$ cat config.mk
export PLATFORM = sky130hd
export DESIGN_NAME = idu1_scb
export DESIGN_NICKNAME = d
export VERILOG_FILES = /design/src/rtl/idu1_scb_pkg.sv /design/src/rtl/idu1_scb_scoreboard.sv /design/src/rtl/idu1_scb.sv
export SDC_FILE = /design/constraint.sdc
export NUM_CORES = 1
export LEC_CHECK = 0
export ABC_AREA = 1
export BUFFER_PORTS_ARGS = -buffer_cell sky130_fd_sc_hd__buf_4
export CAP_MARGIN = 5
export CORE_ASPECT_RATIO = 1.75
export CORE_MARGIN = 3
export CORE_UTILIZATION = 55
export CTS_CLUSTER_DIAMETER = 120
export DETAILED_ROUTE_END_ITERATION = 6
export GPL_TIMING_DRIVEN = 0
export MAX_ROUTING_LAYER = met4
export PLACE_DENSITY = 0.82
export SYNTH_ARGS = -nofsm -noshare
export SYNTH_HDL_FRONTEND = slang
export SYNTH_SLANG_ARGS = --single-unit
$ cat constraint.sdc
create_clock -name clk -period 2.5 [get_ports clk]
set_input_delay 0.125 -clock clk [delete_from_list [all_inputs] [get_ports clk]]
set_output_delay 0.125 -clock clk [all_outputs]
set_load 0.02 [all_outputs]
$ cat src/rtl/idu1_scb_pkg.sv
// rtl/idu1_scb_pkg.sv - shared widths, instruction packets and scoreboard types for the IDU1 issue stage
package idu1_scb_pkg;

  localparam int XLEN                = 32;
  localparam int REG_FILE_ADDR_WIDTH = 5;
  localparam int SCB_MAX_WB_PORTS    = 4;

  typedef struct packed {
    logic [XLEN-1:0]                data;
    logic [REG_FILE_ADDR_WIDTH-1:0] rd_addr;
    logic                           wr_en;
  } wb_port_t;

  typedef enum logic [2:0] {
    NONE,
    RAW,
    WAW,
    STRUCT,
    LSU_BP
  } scb_stall_cause_e;

  typedef struct packed {
    logic                           legal;
    logic                           nop;
    logic [3:0]                     alu_op;
    logic                           rs1;
    logic [REG_FILE_ADDR_WIDTH-1:0] rs1_addr;
    logic                           rs2;
    logic [REG_FILE_ADDR_WIDTH-1:0] rs2_addr;
    logic                           rd;
    logic [REG_FILE_ADDR_WIDTH-1:0] rd_addr;
    logic                           mul;
    logic                           div;
    logic                           load;
    logic                           lsu;
  } idu0_out_t;

  // Leading fields mirror idu0_out_t so the held packet concatenates straight onto the operands.
  typedef struct packed {
    logic                           legal;
    logic                           nop;
    logic [3:0]                     alu_op;
    logic                           rs1;
    logic [REG_FILE_ADDR_WIDTH-1:0] rs1_addr;
    logic                           rs2;
    logic [REG_FILE_ADDR_WIDTH-1:0] rs2_addr;
    logic                           rd;
    logic [REG_FILE_ADDR_WIDTH-1:0] rd_addr;
    logic                           mul;
    logic                           div;
    logic                           load;
    logic                           lsu;
    logic [XLEN-1:0]                rs1_data;
    logic [XLEN-1:0]                rs2_data;
  } idu1_out_t;

endpackage

$ cat src/rtl/idu1_scb_scoreboard.sv
// rtl/idu1_scb_scoreboard.sv - per-register pending bits for in-flight long-latency writes
module idu1_scb_scoreboard
  import idu1_scb_pkg::*;
#(
  parameter int NUM_REGS     = 32,
  parameter int NUM_WB_PORTS = 2,
  parameter int NUM_QUERY    = 3,
  localparam int AW          = $clog2(NUM_REGS)
) (
  input  logic                      clk,
  input  logic                      rst,
  input  logic                      set_en,
  input  logic [AW-1:0]             set_addr,
  input  logic [NUM_WB_PORTS*AW-1:0] wb_rd_addr,
  input  logic [NUM_WB_PORTS-1:0]   wb_rd_wr_en,
  input  logic [NUM_QUERY*AW-1:0]   query_addr,
  output logic [NUM_QUERY-1:0]      pending_after_clear
);

  logic [NUM_REGS-1:0] pending;
  logic [NUM_REGS-1:0] clear_mask;
  logic [NUM_REGS-1:0] set_mask;

  always_comb begin
    clear_mask = '0;
    for (int p = 0; p < NUM_WB_PORTS; p++) begin
      if (wb_rd_wr_en[p]) clear_mask[wb_rd_addr[p*AW +: AW]] = 1'b1;
    end
    set_mask = '0;
    if (set_en && set_addr != '0) set_mask[set_addr] = 1'b1;
  end

  // A writeback landing this cycle already resolves the hazard for the querying instruction.
  always_comb begin
    pending_after_clear = '0;
    for (int q = 0; q < NUM_QUERY; q++) begin
      pending_after_clear[q] = pending[query_addr[q*AW +: AW]] &
                               ~clear_mask[query_addr[q*AW +: AW]];
    end
  end

  always_ff @(posedge clk) begin
    if (rst) pending <= '0;
    else     pending <= (pending & ~clear_mask) | set_mask;
  end

endmodule

$ cat src/rtl/idu1_scb.sv
// rtl/idu1_scb.sv - decode-to-execute issue stage with writeback forwarding and register scoreboard
// IDU1_SCB_PERF_CNT_EN adds saturating stall-cause performance counters.
module idu1_scb
  import idu1_scb_pkg::*;
#(
  parameter int NUM_WB_PORTS  = 2,
  parameter int NUM_REGS      = 32,
  parameter int MUL_PIPELINED = 1
) (
  input  logic                                  clk,
  input  logic                                  rst,
  input  idu0_out_t                             idu0_out,
  output logic [REG_FILE_ADDR_WIDTH-1:0]        rf_rs1_addr,
  output logic [REG_FILE_ADDR_WIDTH-1:0]        rf_rs2_addr,
  input  logic [XLEN-1:0]                       rf_rs1_data,
  input  logic [XLEN-1:0]                       rf_rs2_data,
  output idu1_out_t                             idu1_out,
  output logic                                  pipe_stall,
  input  logic                                  pipe_flush,
  input  logic [NUM_WB_PORTS*XLEN-1:0]          wb_data,
  input  logic [NUM_WB_PORTS*REG_FILE_ADDR_WIDTH-1:0] wb_rd_addr,
  input  logic [NUM_WB_PORTS-1:0]               wb_rd_wr_en,
  input  logic                                  exu_mul_busy,
  input  logic                                  exu_div_busy,
  input  logic                                  exu_lsu_busy,
  input  logic                                  exu_lsu_stall
`ifdef IDU1_SCB_PERF_CNT_EN
  ,
  output logic [31:0]                           perf_raw_stall_cnt,
  output logic [31:0]                           perf_struct_stall_cnt,
  output logic [31:0]                           perf_lsu_bp_cnt
`endif
);

  localparam int AW = REG_FILE_ADDR_WIDTH;

  wb_port_t         wb [NUM_WB_PORTS];
  idu0_out_t        held;
  idu0_out_t        issued;
  logic [XLEN-1:0]  rs1_q, rs2_q;
  logic [XLEN-1:0]  cap_rs1, cap_rs2;
  logic [XLEN-1:0]  hold_rs1, hold_rs2;
  logic [2:0]       pend;
  logic             active, raw_haz, waw_haz, struct_haz;
  scb_stall_cause_e cause;

  always_comb begin
    for (int p = 0; p < NUM_WB_PORTS; p++) begin
      wb[p].data    = wb_data[p*XLEN +: XLEN];
      wb[p].rd_addr = wb_rd_addr[p*AW +: AW];
      wb[p].wr_en   = wb_rd_wr_en[p];
    end
  end

  // Scanning from the top port down leaves the lowest-numbered match in place.
  function automatic logic [XLEN-1:0] fwd(input logic [AW-1:0] addr, input logic [XLEN-1:0] dflt);
    logic [XLEN-1:0] r;
    r = dflt;
    for (int p = NUM_WB_PORTS - 1; p >= 0; p--) begin
      if (wb[p].wr_en && wb[p].rd_addr == addr) r = wb[p].data;
    end
    return r;
  endfunction

  assign rf_rs1_addr = idu0_out.rs1_addr;
  assign rf_rs2_addr = idu0_out.rs2_addr;

  always_comb begin
    cap_rs1 = rf_rs1_data;
    cap_rs2 = rf_rs2_data;
    if (idu0_out.rs1) cap_rs1 = (idu0_out.rs1_addr == '0) ? '0 : fwd(idu0_out.rs1_addr, rf_rs1_data);
    if (idu0_out.rs2) cap_rs2 = (idu0_out.rs2_addr == '0) ? '0 : fwd(idu0_out.rs2_addr, rf_rs2_data);
    hold_rs1 = rs1_q;
    hold_rs2 = rs2_q;
    if (held.legal && held.rs1 && held.rs1_addr != '0) hold_rs1 = fwd(held.rs1_addr, rs1_q);
    if (held.legal && held.rs2 && held.rs2_addr != '0) hold_rs2 = fwd(held.rs2_addr, rs2_q);
  end

  idu1_scb_scoreboard #(
    .NUM_REGS     (NUM_REGS),
    .NUM_WB_PORTS (NUM_WB_PORTS),
    .NUM_QUERY    (3)
  ) u_scoreboard (
    .clk                 (clk),
    .rst                 (rst),
    .set_en              (idu1_out.legal & held.rd & (held.mul | held.div | held.load)),
    .set_addr            (held.rd_addr),
    .wb_rd_addr          (wb_rd_addr),
    .wb_rd_wr_en         (wb_rd_wr_en),
    .query_addr          ({held.rd_addr, held.rs2_addr, held.rs1_addr}),
    .pending_after_clear (pend)
  );

  always_comb begin
    active     = held.legal & ~held.nop;
    raw_haz    = active & ((held.rs1 & pend[0]) | (held.rs2 & pend[1]));
    waw_haz    = active & held.rd & pend[2];
    struct_haz = active & ((held.div & exu_div_busy) |
                           (held.mul & exu_mul_busy & (MUL_PIPELINED == 0)) |
                           (held.lsu & exu_lsu_busy));
    if (rst)                cause = NONE;
    else if (raw_haz)       cause = RAW;
    else if (waw_haz)       cause = WAW;
    else if (struct_haz)    cause = STRUCT;
    else if (exu_lsu_stall) cause = LSU_BP;
    else                    cause = NONE;
  end

  assign pipe_stall = (cause != NONE);

  always_comb begin
    issued       = held;
    issued.legal = held.legal & ~pipe_stall;
    idu1_out     = {issued, hold_rs1, hold_rs2};
  end

  // While stalled the operand registers absorb writebacks so no separate forward latch is needed.
  always_ff @(posedge clk) begin
    if (rst) begin
      held  <= '0;
      rs1_q <= '0;
      rs2_q <= '0;
    end else if (pipe_flush) begin
      held  <= '0;
    end else if (!pipe_stall) begin
      held  <= idu0_out;
      rs1_q <= cap_rs1;
      rs2_q <= cap_rs2;
    end else begin
      rs1_q <= hold_rs1;
      rs2_q <= hold_rs2;
    end
  end

`ifdef IDU1_SCB_PERF_CNT_EN
  always_ff @(posedge clk) begin
    if (rst) begin
      perf_raw_stall_cnt    <= '0;
      perf_struct_stall_cnt <= '0;
      perf_lsu_bp_cnt       <= '0;
    end else begin
      case (cause)
        RAW, WAW: if (perf_raw_stall_cnt != '1) perf_raw_stall_cnt <= perf_raw_stall_cnt + 32'd1;
        STRUCT:   if (perf_struct_stall_cnt != '1) perf_struct_stall_cnt <= perf_struct_stall_cnt + 32'd1;
        LSU_BP:   if (perf_lsu_bp_cnt != '1) perf_lsu_bp_cnt <= perf_lsu_bp_cnt + 32'd1;
        default:  ;
      endcase
    end
  end
`endif

endmodule

==> results of run 1 <==
[repair_timing]
action | 4_1_cts
gates resized for setup | 233
setup buffers | 28
gates cloned | 2
hold endpoints to repair | 18
pin swaps | 38
endpoints found under the setup margin | 189
hold buffers | 18
[cell families after synthesis]
kind of cell / after synthesis / synth area share [%]
AND/OR/NAND/NOR: 816 / 29.4
AO/OA/AOI/OAI: 586 / 32.3
buffers and inverters: 399 / 15.6
flip-flops: 124 / 22.1
XOR/XNOR: 7 / 0.547
[routing by layer]
metal  track usage, %  overflow
met3             46.9         1
met4             73.4         4
met1             64.7         0
met5                -         -
met2             88.8         8
[per-stage QoR]
stage,setup WS [ps],std cells,utilization [%],hold slack [ps],instance area (um2)
floorplan,299,1932,-,253,11200
global placement,-543,2446,68.0,348,13500
detailed placement,-620,2446,68.0,354,13500
CTS,-96.8,2523,76.4,1.81,15200
[cell usage after synthesis, types with 4 or more instances]
library cell  number  share of area [%]
buf_1              4               0.13
o21ai_1            5               0.22
o211ai_1         192                 13
nand4_1           40                2.2
nand2_1          519                 17
clkbuf_1          94                3.1
nand3_1           75                3.3
buf_4             45                3.0
dfxtp_1          124                 22
xor2_1             6               0.47
nor2_1           163                5.5
buf_2             30                1.3
o21ai_0          177                7.9
a22oi_1           64                4.3
or2_2              4               0.22
inv_2              6               0.20
inv_1            213                7.1
a21oi_1          127                5.7
o22ai_1            9               0.50
buf_6              6               0.60
nor3_1             8               0.36
==> results.md, run 1 <==
- Synthesized net count: 2,107
- #FFs+latches synth: 124
- Failing step: global routing (5_1_grt)
- GRT Overall Usage: 69.5%
- Error msg: [ERROR GRT-0232] Routing congestion too high. Check the congestion heatmap in the GUI.
- Chip height: 195 um
- # H-tree levels: 4
- Avg Inst Size Synth: 5.81 um2
- Yosys Warn Count: 0
- Synth Flop Type: dfxtp_1
- Sequential fraction of the synthesis area: 22.1%
- FP Rows: 68
- Gr ovfl total: 13
- Async set-reset flop share out of synthesis: 0%
- Number of buffers created by CTS: 17
- Buffers on Ports: 269
- Chip width: 114 um
- Netlist cell types: 36
- Starting Density: 56.3%
- CTS max path bufs: 2
- Kind of the worst endpoint: sequential cell input
- Post-Syn Area: 11,200 um2
- IO Pins: 278
- Largest net degree at the start of global routing: 17
- Mapped Cells: 1,932
- GPL Wtd Cong: 1.16
- Status: did not finish
- Clock Sinks: 124
- Dpl hpwl: 43,300 um
- Root Driver: clkbuf_16
- GRT repair_timing worst endpoint: u_scoreboard.pending[24]$_SDFF_PP0_/D
- Number of enable flip-flop cells after synthesis: 0
==> run 2: changes to the inputs <==
--- a/config.mk
+++ b/config.mk
@@ -8,14 +8,11 @@
 export ABC_AREA = 1
 export BUFFER_PORTS_ARGS = -buffer_cell sky130_fd_sc_hd__buf_4
 export CAP_MARGIN = 5
-export CORE_ASPECT_RATIO = 1.75
 export CORE_MARGIN = 3
-export CORE_UTILIZATION = 55
-export CTS_CLUSTER_DIAMETER = 120
+export CORE_UTILIZATION = 40
 export DETAILED_ROUTE_END_ITERATION = 6
 export GPL_TIMING_DRIVEN = 0
-export MAX_ROUTING_LAYER = met4
-export PLACE_DENSITY = 0.82
+export PLACE_DENSITY_LB_ADDON = 0.15
 export SYNTH_ARGS = -nofsm -noshare
 export SYNTH_HDL_FRONTEND = slang
 export SYNTH_SLANG_ARGS = --single-unit
==> results.md, run 2 <==
- Status: complete, but fails checks (was did not finish)
- Failing checks: setup timing
- Comb power frac: 29.0%
- Final worst path period share: 108%
- Worst slew pin tran: 1340 ps
- Avg Inst Size Synth: 5.81 um2 (unchanged)
- Largest net degree at the start of global routing: 17
- DRC Markers: 0
- Max Slew Vio Count: 0
- Share of cells above drive strength 1: 25.2%
- Clock Pin Slew Worst Setup and Hold Paths: 60 ps
- Max Fclk: 0.369 GHz
- Hold crit path type: primary input to register
- Fin. Hold Viols: 0
- RSZ-0062 raised after global routing: yes
- Most frequent cell after synthesis: nand2_1 (unchanged)
- GRT Overall Usage: 35.2%
- Netlist cell types: 36 (unchanged)
- Worst Path Arrival: 3040 ps
- # Max-Cap Violations: 0
- Setup violations, final: 152
- Starting Density: 41.2% (was 56.3%)
- Clk pwr share: 41.3%
- Critical Path Start: idu1_out[81]
- # H-tree levels: 4 (unchanged)
- Commonest non-fill, non-tap cell in the layout: nand2_1
- CTS max path bufs: 2 (unchanged)
- Synthesized net count: 2,107 (unchanged)
- First-pass GRT wire length: 84,400 um
- Power per cell area: 447 nW/um2
- Buffers on Ports: 269 (unchanged)
- Worst Skew: 13.3 ps
- Final net count: 2,474
- Mapped Cells: 1,932 (unchanged)
- Area leader, netlist: dfxtp_1 (unchanged)
- Fin crit period: 2710 ps
- Area growth from synthesis to layout: 44.2%
- Synth Flop Type: dfxtp_1 (unchanged)
- Reg power frac: 29.7%
- Hold path startpoint: idu0_out[11]
- # fillers: 2,650
- GPL Wtd Cong: 1.04 (was 1.16)
- Number of buffers created by CTS: 17 (unchanged)
- Chip height: 173 um (was 195 um)
- Reg2reg path depth: 20
- Pint: 4.84 mW
- Worst setup margin: -212 ps
- Clock Sinks: 124 (unchanged)
- Clk_lat worst skew: 440 ps
- Worst setup SP type: register
- Leak: 7.96 nW
- Worst Hold Depth: 3
- Ranking of synthesized cells by area: dfxtp_1 22%, nand2_1 17%, o211ai_1 13%, o21ai_0 7.9%, inv_1 7.1% (unchanged)
- Diodes inserted: 0
- Core Area: 27,300 um2
- Root Driver: clkbuf_16 (unchanged)
- Async set-reset flop share out of synthesis: 0% (unchanged)
- Chip width: 173 um (was 114 um)
- Routed wire per std cell: 20.9 um
- Post-synth top cells: 519 x nand2_1, 213 x inv_1, 192 x o211ai_1 (unchanged)
- CTS tree: yes
- Sw Ratio: 33.2%
- Number of enable flip-flop cells after synthesis: 0 (unchanged)
- Routed wire length: 56,200 um
- Crit Path Max Fanout: 6
- #FFs+latches synth: 124 (unchanged)
- Max VDD drop: 0.428 mV
- Yosys Warn Count: 0 (unchanged)
- DRT antenna net count: 0
- DIE AREA: 30,100 um2
- Gr ovfl total: 0
- Worst Path Required: 2830 ps
- Initial antenna violation count: 0
- Slew Limit Headroom: 10.3%
- Routed vias/inst: 5.93
- R2R Path Start: idu1_out[81]
- Post-Place Cells: 2,573 (was 2,446)
- Vias post-DR: 15,900
- Detailed Route Iter0 Violations: 2,181
- Top cell type's share of synthesized area: 22.1% (unchanged)
- Hold_ws: 11.5 ps
- Vias in the first global route: 14,600
- CP Class: register to register
- P_sw: 2.40 mW
- Most frequent cells in the layout: 508 x nand2_1, 329 x buf_4, 192 x inv_1, 192 x o211ai_1, 154 x nor2_1
- Sequential fraction of the synthesis area: 22.1% (unchanged)
- CP Capture Type: register
- FP Rows: 60 (was 68)
- Post-Syn Area: 11,200 um2 (unchanged)
- IO Pins: 278 (unchanged)
- Dpl hpwl: 40,600 um (was 43,300 um)
- Top flop regs: rs1_q x32, rs2_q x32, u_scoreboard.pending x32
- Non-Filler Instances: 2,684
- 1st-pass router iterations: 6
run 2: cell counts after synthesis:
Identical to the previous run, type by type.
run 2: worst max-delay path, cell delays in order, from the launching register on:
cell        delay (ps)
dfxtp_2            330
buf_6              120
clkinvlp_4         180
buf_4              200
nand3_1             80
nand3_1            120
nand3_1            100
nand2_1             50
nand2_1             60
nand4_1            120
nand2_2            120
nand2_1             60
nand4_1            140
nand2_4             80
buf_6              130
buf_6              130
buf_12             150
buf_12             150
buf_6              110
o21ai_1            110
a21oi_1             50
run 2: final cells by class:
cell class / instances / area, um2 / share of cell area (%)
Sequential cell: 124 / 2510 / 15.5
Multi-Input combinational cell: 1409 / 7260 / 44.9
Clock inverter: 15 / 260 / 1.61
Clock buffer: 17 / 425 / 2.63
Timing Repair Buffer: 352 / 3020 / 18.7
Inverter: 220 / 853 / 5.27
Tap cell: 372 / 465 / 2.88
Buffer: 175 / 1390 / 8.57
run 2: metrics by stage:
| step | util [%] | instance area, um2 | setup TNS (ps) | power, mW | setup WS, ps |
|---|---|---|---|---|---|
| 2_1_floorplan | - | 11200 | 0 | 3.19 | 299 |
| 3_3_place_gp | 50.3 | 13700 | -76840 | 3.94 | -634 |
| 3_5_place_dp | 50.3 | 13700 | -77190 | 3.95 | -653 |
| 4_1_cts | 57.6 | 15700 | -3750 | 7.08 | -107 |
| 5_1_grt | 59.4 | 16200 | -32440 | 7.45 | -306 |
| 6_report | 59.4 | 16200 | -12970 | 7.24 | -212 |
run 2: cell families (layout without fill, tap and decap cells):
family / after synthesis / count (layout) / share of synthesized area, %
AND/OR/NAND/NOR: 816 / 816 / 29.4
AO/OA/AOI/OAI: 586 / 586 / 32.3
buffers and inverters: 399 / 779 / 15.6
flip-flops: 124 / 124 / 22.1
XOR/XNOR: 7 / 7 / 0.547
run 2: final timing paths:
| kind | endpoint | slack (ps) |
|---|---|---|
| max | idu1_out[76] | -210 |
| min | idu1_out[75] | 10 |
| max reg2reg | idu1_out[76] | -210 |
| min reg2reg | rs2_q[16] | 450 |
run 2: metal layers:
| metal | vias to the layer above | track usage [%] | share of wire (%) | routed length [um] |
|---|---|---|---|---|
| met5 | - | 0 | 0 | 0 |
| met4 | 0 | 12.3 | 3.7 | 2060 |
| met3 | 192 | 8.78 | 13 | 7190 |
| met2 | 1213 | 54.6 | 44 | 24600 |
| met1 | 7255 | 47.5 | 40 | 22300 |
| li1 | 7245 | - | - | - |
run 2: power groups by stage:
stage / registers (mW) / logic (mW) / clock network, mW
2_1_floorplan: 2.16 / 1.03 / 0
3_3_place_gp: 2.18 / 1.77 / 0
3_5_place_dp: 2.18 / 1.78 / 0
4_1_cts: 2.14 / 1.96 / 2.98
5_1_grt: 2.16 / 2.25 / 3.04
6_report: 2.15 / 2.10 / 2.99
run 2: timing repair:
| action | in CTS | in global routing |
|---|---|---|
| cloned | 6 | 5 |
| pin swaps | 41 | 26 |
| setup endpoints to repair | 189 | 189 |
| setup buffers | 44 | 8 |
| hold buffers | 20 | 0 |
| endpoints found under the hold margin | 20 | 0 |
| resized for setup | 236 | 177 |
No activity file was read; power rests on OpenSTA's default activity.
